`src/rtl/aes_key_streamer_pkg.sv`:
```
// Shared definitions for the AES key streamer: key geometry and FSM state encoding.
package aes_package;

   localparam int unsigned KEY_WORDS  = 4;
   localparam int unsigned WORD_IDX_W = 2;

   typedef enum logic [1:0] {
      IDLE   = 2'd0,
      LOAD   = 2'd1,
      REPLAY = 2'd2
   } keystr_state_t;

endpackage

```
`src/rtl/aes_key_streamer.sv`:
```
// Loads a 128-bit key as four 32-bit words and replays it once per block
// towards the AES engine; the stored key survives jobs so it can be reused.
module aes_key_streamer
   import aes_package::*;
#(
   parameter int unsigned CNT_WIDTH  = 16,
   parameter int unsigned DATA_WIDTH = 32
) (
   input  logic                    clk_i,
   input  logic                    rst_ni,
   input  logic                    clear_i,
   input  logic                    start_i,
   input  logic                    reuse_key_i,
   input  logic [CNT_WIDTH-1:0]    nb_blocks_i,
   input  logic                    key_i_valid,
   input  logic [DATA_WIDTH-1:0]   key_i_data,
   output logic                    key_i_ready,
   output logic                    key_o_valid,
   output logic [DATA_WIDTH-1:0]   key_o_data,
   output logic [DATA_WIDTH/8-1:0] key_o_strb,
   input  logic                    key_o_ready,
   output logic                    busy_o,
   output logic                    done_o
);

   keystr_state_t         state_r;
   keystr_state_t         state_nxt_s;
   logic [WORD_IDX_W-1:0] word_cnt_r;
   logic [CNT_WIDTH-1:0]  block_cnt_r;
   logic [CNT_WIDTH-1:0]  nb_blocks_r;
   logic [DATA_WIDTH-1:0] key_reg_r [KEY_WORDS];
   logic                  done_r;
   logic                  done_set_s;
   logic                  in_hs_s;
   logic                  out_hs_s;
   logic                  last_word_s;
   logic                  last_block_s;
   logic                  start_job_s;
   logic                  start_empty_s;

   assign in_hs_s       = (state_r == LOAD) && key_i_valid;
   assign out_hs_s      = (state_r == REPLAY) && key_o_ready;
   assign last_word_s   = (word_cnt_r == WORD_IDX_W'(KEY_WORDS - 1));
   // block_cnt never exceeds nb_blocks-1, so the maximum job cannot overflow it
   assign last_block_s  = (block_cnt_r == (nb_blocks_r - {{(CNT_WIDTH-1){1'b0}}, 1'b1}));
   assign start_job_s   = start_i && (state_r == IDLE) && (nb_blocks_i != {CNT_WIDTH{1'b0}});
   assign start_empty_s = start_i && (state_r == IDLE) && (nb_blocks_i == {CNT_WIDTH{1'b0}});

   // Next-state and completion decode.
   always_comb begin
      state_nxt_s = state_r;
      done_set_s  = 1'b0;
      case (state_r)
         IDLE: begin
            done_set_s = start_empty_s;
            if (start_job_s) begin
               if (reuse_key_i) begin
                  state_nxt_s = REPLAY;
               end else begin
                  state_nxt_s = LOAD;
               end
            end else begin
               state_nxt_s = IDLE;
            end
         end
         LOAD: begin
            if (in_hs_s && last_word_s) begin
               state_nxt_s = REPLAY;
            end else begin
               state_nxt_s = LOAD;
            end
         end
         REPLAY: begin
            if (out_hs_s && last_word_s && last_block_s) begin
               state_nxt_s = IDLE;
               done_set_s  = 1'b1;
            end else begin
               state_nxt_s = REPLAY;
            end
         end
         default: begin
            state_nxt_s = IDLE;
         end
      endcase
   end

   // State, counters, key storage and done pulse; clear_i outranks everything.
   always_ff @(posedge clk_i or negedge rst_ni) begin
      if (!rst_ni) begin
         state_r     <= IDLE;
         word_cnt_r  <= {WORD_IDX_W{1'b0}};
         block_cnt_r <= {CNT_WIDTH{1'b0}};
         nb_blocks_r <= {CNT_WIDTH{1'b0}};
         done_r      <= 1'b0;
         for (int i = 0; i < KEY_WORDS; i++) begin
            key_reg_r[i] <= {DATA_WIDTH{1'b0}};
         end
      end else if (clear_i) begin
         state_r     <= IDLE;
         word_cnt_r  <= {WORD_IDX_W{1'b0}};
         block_cnt_r <= {CNT_WIDTH{1'b0}};
         done_r      <= 1'b0;
         for (int i = 0; i < KEY_WORDS; i++) begin
            key_reg_r[i] <= {DATA_WIDTH{1'b0}};
         end
      end else begin
         state_r <= state_nxt_s;
         done_r  <= done_set_s;
         case (state_r)
            IDLE: begin
               if (start_job_s) begin
                  nb_blocks_r <= nb_blocks_i;
                  word_cnt_r  <= {WORD_IDX_W{1'b0}};
                  block_cnt_r <= {CNT_WIDTH{1'b0}};
               end
            end
            LOAD: begin
               if (in_hs_s) begin
                  key_reg_r[word_cnt_r] <= key_i_data;
                  word_cnt_r            <= word_cnt_r + {{(WORD_IDX_W-1){1'b0}}, 1'b1};
                  block_cnt_r           <= {CNT_WIDTH{1'b0}};
               end
            end
            REPLAY: begin
               if (out_hs_s) begin
                  word_cnt_r <= word_cnt_r + {{(WORD_IDX_W-1){1'b0}}, 1'b1};
                  if (last_word_s) begin
                     block_cnt_r <= block_cnt_r + {{(CNT_WIDTH-1){1'b0}}, 1'b1};
                  end
               end
            end
            default: begin
            end
         endcase
      end
   end

   // All outputs decode registered state only; valid never depends on key_o_ready.
   assign key_i_ready = (state_r == LOAD);
   assign key_o_valid = (state_r == REPLAY);
   assign key_o_data  = key_o_valid ? key_reg_r[word_cnt_r] : {DATA_WIDTH{1'b0}};
   assign key_o_strb  = {(DATA_WIDTH/8){key_o_valid}};
   assign busy_o      = (state_r != IDLE);
   assign done_o      = done_r;

endmodule

```
`config.mk`:
```
export PLATFORM = sky130hd
export DESIGN_NAME = aes_key_streamer
export DESIGN_NICKNAME = d
export VERILOG_FILES = /design/src/rtl/aes_key_streamer_pkg.sv /design/src/rtl/aes_key_streamer.sv
export SDC_FILE = /design/constraint.sdc
export NUM_CORES = 1
export LEC_CHECK = 0
export CORE_UTILIZATION = 51
export CTS_CLUSTER_DIAMETER = 120
export DETAILED_ROUTE_END_ITERATION = 16
export PLACE_DENSITY = 0.76
export SLEW_MARGIN = 30
export SYNTH_ARGS = -nofsm -noshare
export SYNTH_HDL_FRONTEND = slang
export SYNTH_SLANG_ARGS = --single-unit
```
`constraint.sdc`:
```
create_clock -name clk_i -period 2.55 [get_ports clk_i]
set_clock_uncertainty 0.1 [all_clocks]
set_input_delay 0.51 -clock clk_i [delete_from_list [all_inputs] [get_ports clk_i]]
set_output_delay 0.51 -clock clk_i [all_outputs]
set_load 0.02 [all_outputs]
```
# Word level (Yosys, flattened, before mapping)

Cells that the tools add are included.

Flip-flop bits (word level): 165
Input bits: 55
Logic and storage cells: 74

Add/sub/neg operators: 3
Magnitude comparators: 2
Equal/unequal tests: 8
Multiplexer cells: 30
Bitwise operators: 2
Reduce and logical (&&, ||, !) cells: 20

Operators by type and width:

| operator                | number |
|---|---|
| $mux W128               | 3 |
| $bwmux W128             | 1 |
| $mux W32                | 4 |
| $mux W16                | 5 |
| $bmux W32 S2            | 1 |
| $demux W32 S2           | 1 |
| $pmux W16 S3            | 1 |
| $mux W2                 | 9 |
| $add A16 B1 Y16 const B | 1 |
| $eq A16 B16 Y1          | 1 |
| $logic_not A16 Y1       | 1 |
| $reduce_bool A16 Y1     | 1 |
| $sub A16 B1 Y16 const B | 1 |
| $pmux W2 S3             | 2 |
| $logic_and A1 B1 Y1     | 9 |
| $ne A3 B2 Y1 const B    | 3 |
| $reduce_bool A2 Y1      | 3 |
| $reduce_and A5 Y1       | 1 |
| $eq A2 B2 Y1 const B    | 2 |
| $reduce_and A4 Y1       | 1 |
| $reduce_bool A4 Y1      | 1 |
| $ge A3 B3 Y1 const B    | 1 |
| $lt A3 B1 Y1 const B    | 1 |
| $ne A3 B3 Y1 const B    | 1 |
| 9 further kinds         | 10 |

# Depth between registers and ports, before layout

Word-level depth: 9
Depth in mapped cells: 10
Depth with buffers taken out: 8

# Worst setup path before layout

Ideal clock, no wire load.

Path kind: register -> register
Start point: register state_r[0]
End point: register block_cnt_r[6]
Setup time: 0.132 ns
Data arrival time: 2.257 ns
Slack: 0.061 ns
Cell stages (with the launch flop): 10
Buffers on the path: 1
Path through: dfrtp_1 inv_1 ha_1 clkbuf_2 nor3_1 or4_1 o211ai_1 or3b_1 xor2_1 nor2_1

Elaborated cells on any way between the ends: 15
Classes of those cells: 6 x eq/ne; 2 x mux; 7 x reduce/logical

RTL lines:

| item                        | line                    | text |
|---|---|---|
| start: declaration          | aes_key_streamer.sv:26  | `keystr_state_t state_r;` |
| start signal: assignment    | aes_key_streamer.sv:107 | `state_r <= state_nxt_s;` |
| $eq A2 B2 Y1 (*)            | --                      |  |
| net key_o_valid             | aes_key_streamer.sv:18  | `output logic key_o_valid,` |
| $logic_and A1 B1 Y1         | aes_key_streamer.sv:42  | `assign out_hs_s = (state_r == REPLAY) && key_o_ready;` |
| $ne A3 B2 Y1 (no line)      | --                      |  |
| $reduce_and A5 Y1 (no line) | --                      |  |
| end signal: assignment      | aes_key_streamer.sv:92  | `block_cnt_r <= {CNT_WIDTH{1'b0}};` |
| end signal: assignment      | aes_key_streamer.sv:101 | `block_cnt_r <= {CNT_WIDTH{1'b0}};` |
| end signal: assignment      | aes_key_streamer.sv:114 | `block_cnt_r <= {CNT_WIDTH{1'b0}};` |
| end: declaration            | aes_key_streamer.sv:29  | `logic [CNT_WIDTH-1:0] block_cnt_r;` |

The timed path passes the listed nets; every way through them passes the cells marked *.
A chain may end at the register's enable or synchronous reset.

# Worst setup path after layout

Start point: register word_cnt_r[0]
End point: output key_o_data[12]

Longest elaborated chain between the ends: 5

Ends and longest elaborated chain:

| item                                        | line                    | text |
|---|---|---|
| start: declaration                          | aes_key_streamer.sv:28  | `logic [WORD_IDX_W-1:0] word_cnt_r;` |
| start signal: assignment                    | aes_key_streamer.sv:91  | `word_cnt_r <= {WORD_IDX_W{1'b0}};` |
| start signal: assignment                    | aes_key_streamer.sv:100 | `word_cnt_r <= {WORD_IDX_W{1'b0}};` |
| start signal: assignment                    | aes_key_streamer.sv:113 | `word_cnt_r <= {WORD_IDX_W{1'b0}};` |
| $not A2 Y3 (implied by the code)            | aes_key_streamer.sv:141 | `assign key_o_data = key_o_valid ? key_reg_r[word_cnt_r] : {DATA_WIDTH{1'b0}};` |
| $bmux W32 S2                                | aes_key_streamer.sv:141 |  |
| $mux W32 (implied by the code) (2 in a row) | aes_key_streamer.sv:141 |  |
| $mux W32                                    | aes_key_streamer.sv:141 |  |
| end: declaration                            | aes_key_streamer.sv:19  | `output logic [DATA_WIDTH-1:0] key_o_data,` |

Every way passes these cells. The select of a mux whose other input is x is not followed.

==> impl_metrics.ini <==
[run_status]
status = finished clean

[synthesis]
avgSynthCellArea_um2 = 9.38
yosys_register_bits = 165
synth_nets = 977
synth_edf_count = 0
yosys.area.top_type_share_pct = 48.3
synth_area_leader_cell = dfrtp_1
ys_types = 57
syn_area_um2 = 8550
synth_flop_cell = dfrtp_1
ys_seq_area_share_pct = 48.3
synthArstFlopShare_pct = 100
synthTopCellsByArea = dfrtp_1 (48%), nand2_1 (12%), mux4_2 (8.4%)
syn_inst = 912
yosys_warnings = 0

[timing]
slew_violations = 0
tns_ns = 0
rsz0062_at_grt = yes
timing_hold_violations_final = 0
clock.fmax_ghz = 0.393
min_period_ns = 2.54
worst_pin_slew_ns = 0.647
worst_slack_ns = 0.00576
min_period_over_period_pct = 99.8
max_slew_margin_pct = 56.8
finalSetupViolCount = 0

[worst_setup_path]
cp-end-kind = primary output
crit_path_max_fanout = 7
timing.reg2reg.setup_slack_ns = 0.13
start_kind = flop
worstPathArrival_ns = 1.93
critPathKind = flop to primary output
cp.required_ns = 1.94

[placed_design]
dpl.hpwl_um = 13500
placed_cell_area_um2 = 9950
post-place-ws_ns = -0.137
port_buffers = 94
dp_cells = 1200
gp_congestion = 0.849

[worst_hold_path]
hold_class = input port to flop

[route]
drtPass1Iterations = 5
routed_wl_um = 22500
via_count = 7110
dr.first_iter.drc_count = 644
detail-route-antenna-nets = 0
drc_errors = 0
wire_per_inst_um = 18.2
via_per_inst = 5.73

[global_routing]
overflow = 0
grt_pass1_vias = 7219
track_usage_pct = 27.0
grt_pass1_wl_um = 36800
antenna_found_initial = 0
grt_max_degree = 139

[floorplan]
die_h_um = 131
core_um2 = 16100
die_w_um = 131
rows = 46
die-area_um2 = 17300
ios = 95
start_util_pct = 53.1

[cts]
cts_tree = done
htreeDepth = 4
path_clk_slew_ns = 0.06
numCtsBuffers = 17
cts_sinks = 165
ctsLongestPathBuffers = 2
cts_root_buffer = clkbuf_16
insertion_delay_ns = 0.43

[power_and_ir_drop]
ir_worst_vdd_uv = 494
powerDensity_nw_per_um2 = 595
p_leak_nw = 4.47

[flow_run]
drv_cap = 0

[cells_and_area]
areaGrowthSynthToFinish_pct = 24.8
final_nets = 1076
nFillCells = 1254
final_area_um2 = 10700
drive_gt1_share_pct = 20.4
antenna_cells = 0
final_cells = 1240
stage by stage:
stage / utilization (%) / hold WS (ns) / total power (W)
floorplan: - / 0.114 / 0.00332
global placement: 61.8 / 0.373 / 0.00375
CTS: 65.6 / 0.353 / 0.00635
global route: 66.2 / 0.372 / 0.00658
detailed placement: 61.8 / 0.376 / 0.00376
finish: 66.2 / 0.370 / 0.00635
worst paths after layout:
path | from | end | cells after the start
setup reg to reg | word_cnt_r[0] | block_cnt_r[6] | 10
max in group asynchronous | rst_ni | word_cnt_r[0] | 3
setup / recovery | word_cnt_r[0] | key_o_data[12] | 5
hold reg to reg | key_reg_r[46] | key_reg_r[46] | 2
min in group asynchronous | rst_ni | nb_blocks_r[9] | 2
hold / removal | clear_i | done_o | 3
area by class of cell:
| cell class | instances | area (um2) | share of cell area (%) |
|---|---|---|---|
| Sequential cell | 165 | 4130 | 38.7 |
| Multi-Input combinational cell | 661 | 4130 | 38.7 |
| Timing Repair Buffer | 154 | 1510 | 14.2 |
| Clock buffer | 18 | 439 | 4.11 |
| Tap cell | 216 | 270 | 2.53 |
| Clock inverter | 14 | 151 | 1.42 |
| Inverter | 12 | 45.0 | 0.422 |
Yosys cell counts, types with 2 or more instances:
cell type / number
a21oi_1: 136
a221oi_1: 2
a311oi_1: 2
a31oi_1: 2
a41o_1: 2
and2_1: 32
and3_1: 8
buf_2: 7
buf_4: 4
clkbuf_1: 56
clkbuf_8: 4
dfrtp_1: 165
ha_1: 10
inv_1: 12
mux2_2: 12
mux4_2: 32
nand2_1: 271
nand2b_1: 2
nand3_1: 14
nand3b_1: 2
nand4_1: 10
nand4b_1: 3
nor2_1: 27
nor2b_1: 6
nor3_1: 8
nor3b_1: 5
nor4_1: 9
o21ai_0: 8
o31ai_1: 2
or4_1: 4
xnor2_1: 7
xor2_1: 23
state kept, by name (all words and copies together), names as in the netlist:
register	count
state_r	2
block_cnt_r	16
word_cnt_r	2
key_reg_r	128
done_o	1
nb_blocks_r	16
cell usage in the layout (no fill, tap or decap), types with 4 or more instances in the layout:
| cell type | count |
|---|---|
| nand2_1 | 271 |
| dfrtp_1 | 164 |
| a21oi_1 | 136 |
| clkdlybuf4s50_1 | 53 |
| buf_4 | 50 |
| mux4_2 | 32 |
| nor2_1 | 27 |
| xor2_1 | 23 |
| and2_4 | 21 |
| clkbuf_16 | 18 |
| buf_6 | 16 |
| nand3_1 | 14 |
| mux2_2 | 12 |
| buf_2 | 12 |
| buf_12 | 12 |
| inv_1 | 11 |
| and2_1 | 11 |
| nand4_1 | 10 |
| nor4_1 | 9 |
| nor3_1 | 8 |
| o21ai_0 | 8 |
| and3_1 | 8 |
| ha_1 | 8 |
| xnor2_1 | 7 |
| dlygate4sd2_1 | 7 |
| nor2b_1 | 6 |
| nor3b_1 | 5 |
| or4_1 | 4 |
| clkinv_2 | 4 |
per-layer routing:
metal / global-route usage [%] / routed length (um) / up-vias
li1: - / - / 3300
met1: 35.8 / 9530 / 3506
met2: 44.6 / 11100 / 267
met3: 5.02 / 1490 / 37
met4: 9.30 / 403 / 0
met5: 0 / 0 / -
timing repair:
action                                  4_1_cts  5_1_grt
resized for setup                           153       58
endpoints found under the hold margin        46        0
hold buffers                                  1        0
cloned                                        1        2
buffers inserted                              6        1
endpoints found under the setup margin       39       45
pin swaps                                     0       14
cells by family (layout without fill, tap and decap cells):
family / count (synthesis) / count (layout) / share of synthesized area (%)
AO/OA/AOI/OAI: 165 / 165 / 10.7
XOR/XNOR: 30 / 30 / 3.07
adder cells (fa/ha/maj): 10 / 10 / 1.46
buffers and inverters: 86 / 198 / 4.62
flip-flops: 165 / 165 / 48.3
multiplexers: 44 / 44 / 10.0
AND/OR/NAND/NOR: 412 / 412 / 21.8
worst max-delay path, cell delays in order, from the launching register on:
cell and delay [ns]:
dfrtp_2 0.44, buf_12 0.16, buf_12 0.14, mux4_2 0.49, and2_4 0.16, buf_6 0.12
power breakdown:
part	switching (W)	total [W]	internal, W
Clock	0.00110	0.00258	0.00148
Combinational	0.000533	0.000998	0.000465
Sequential	0.0000738	0.00277	0.00270
Power figures use the tool's default switching activity.
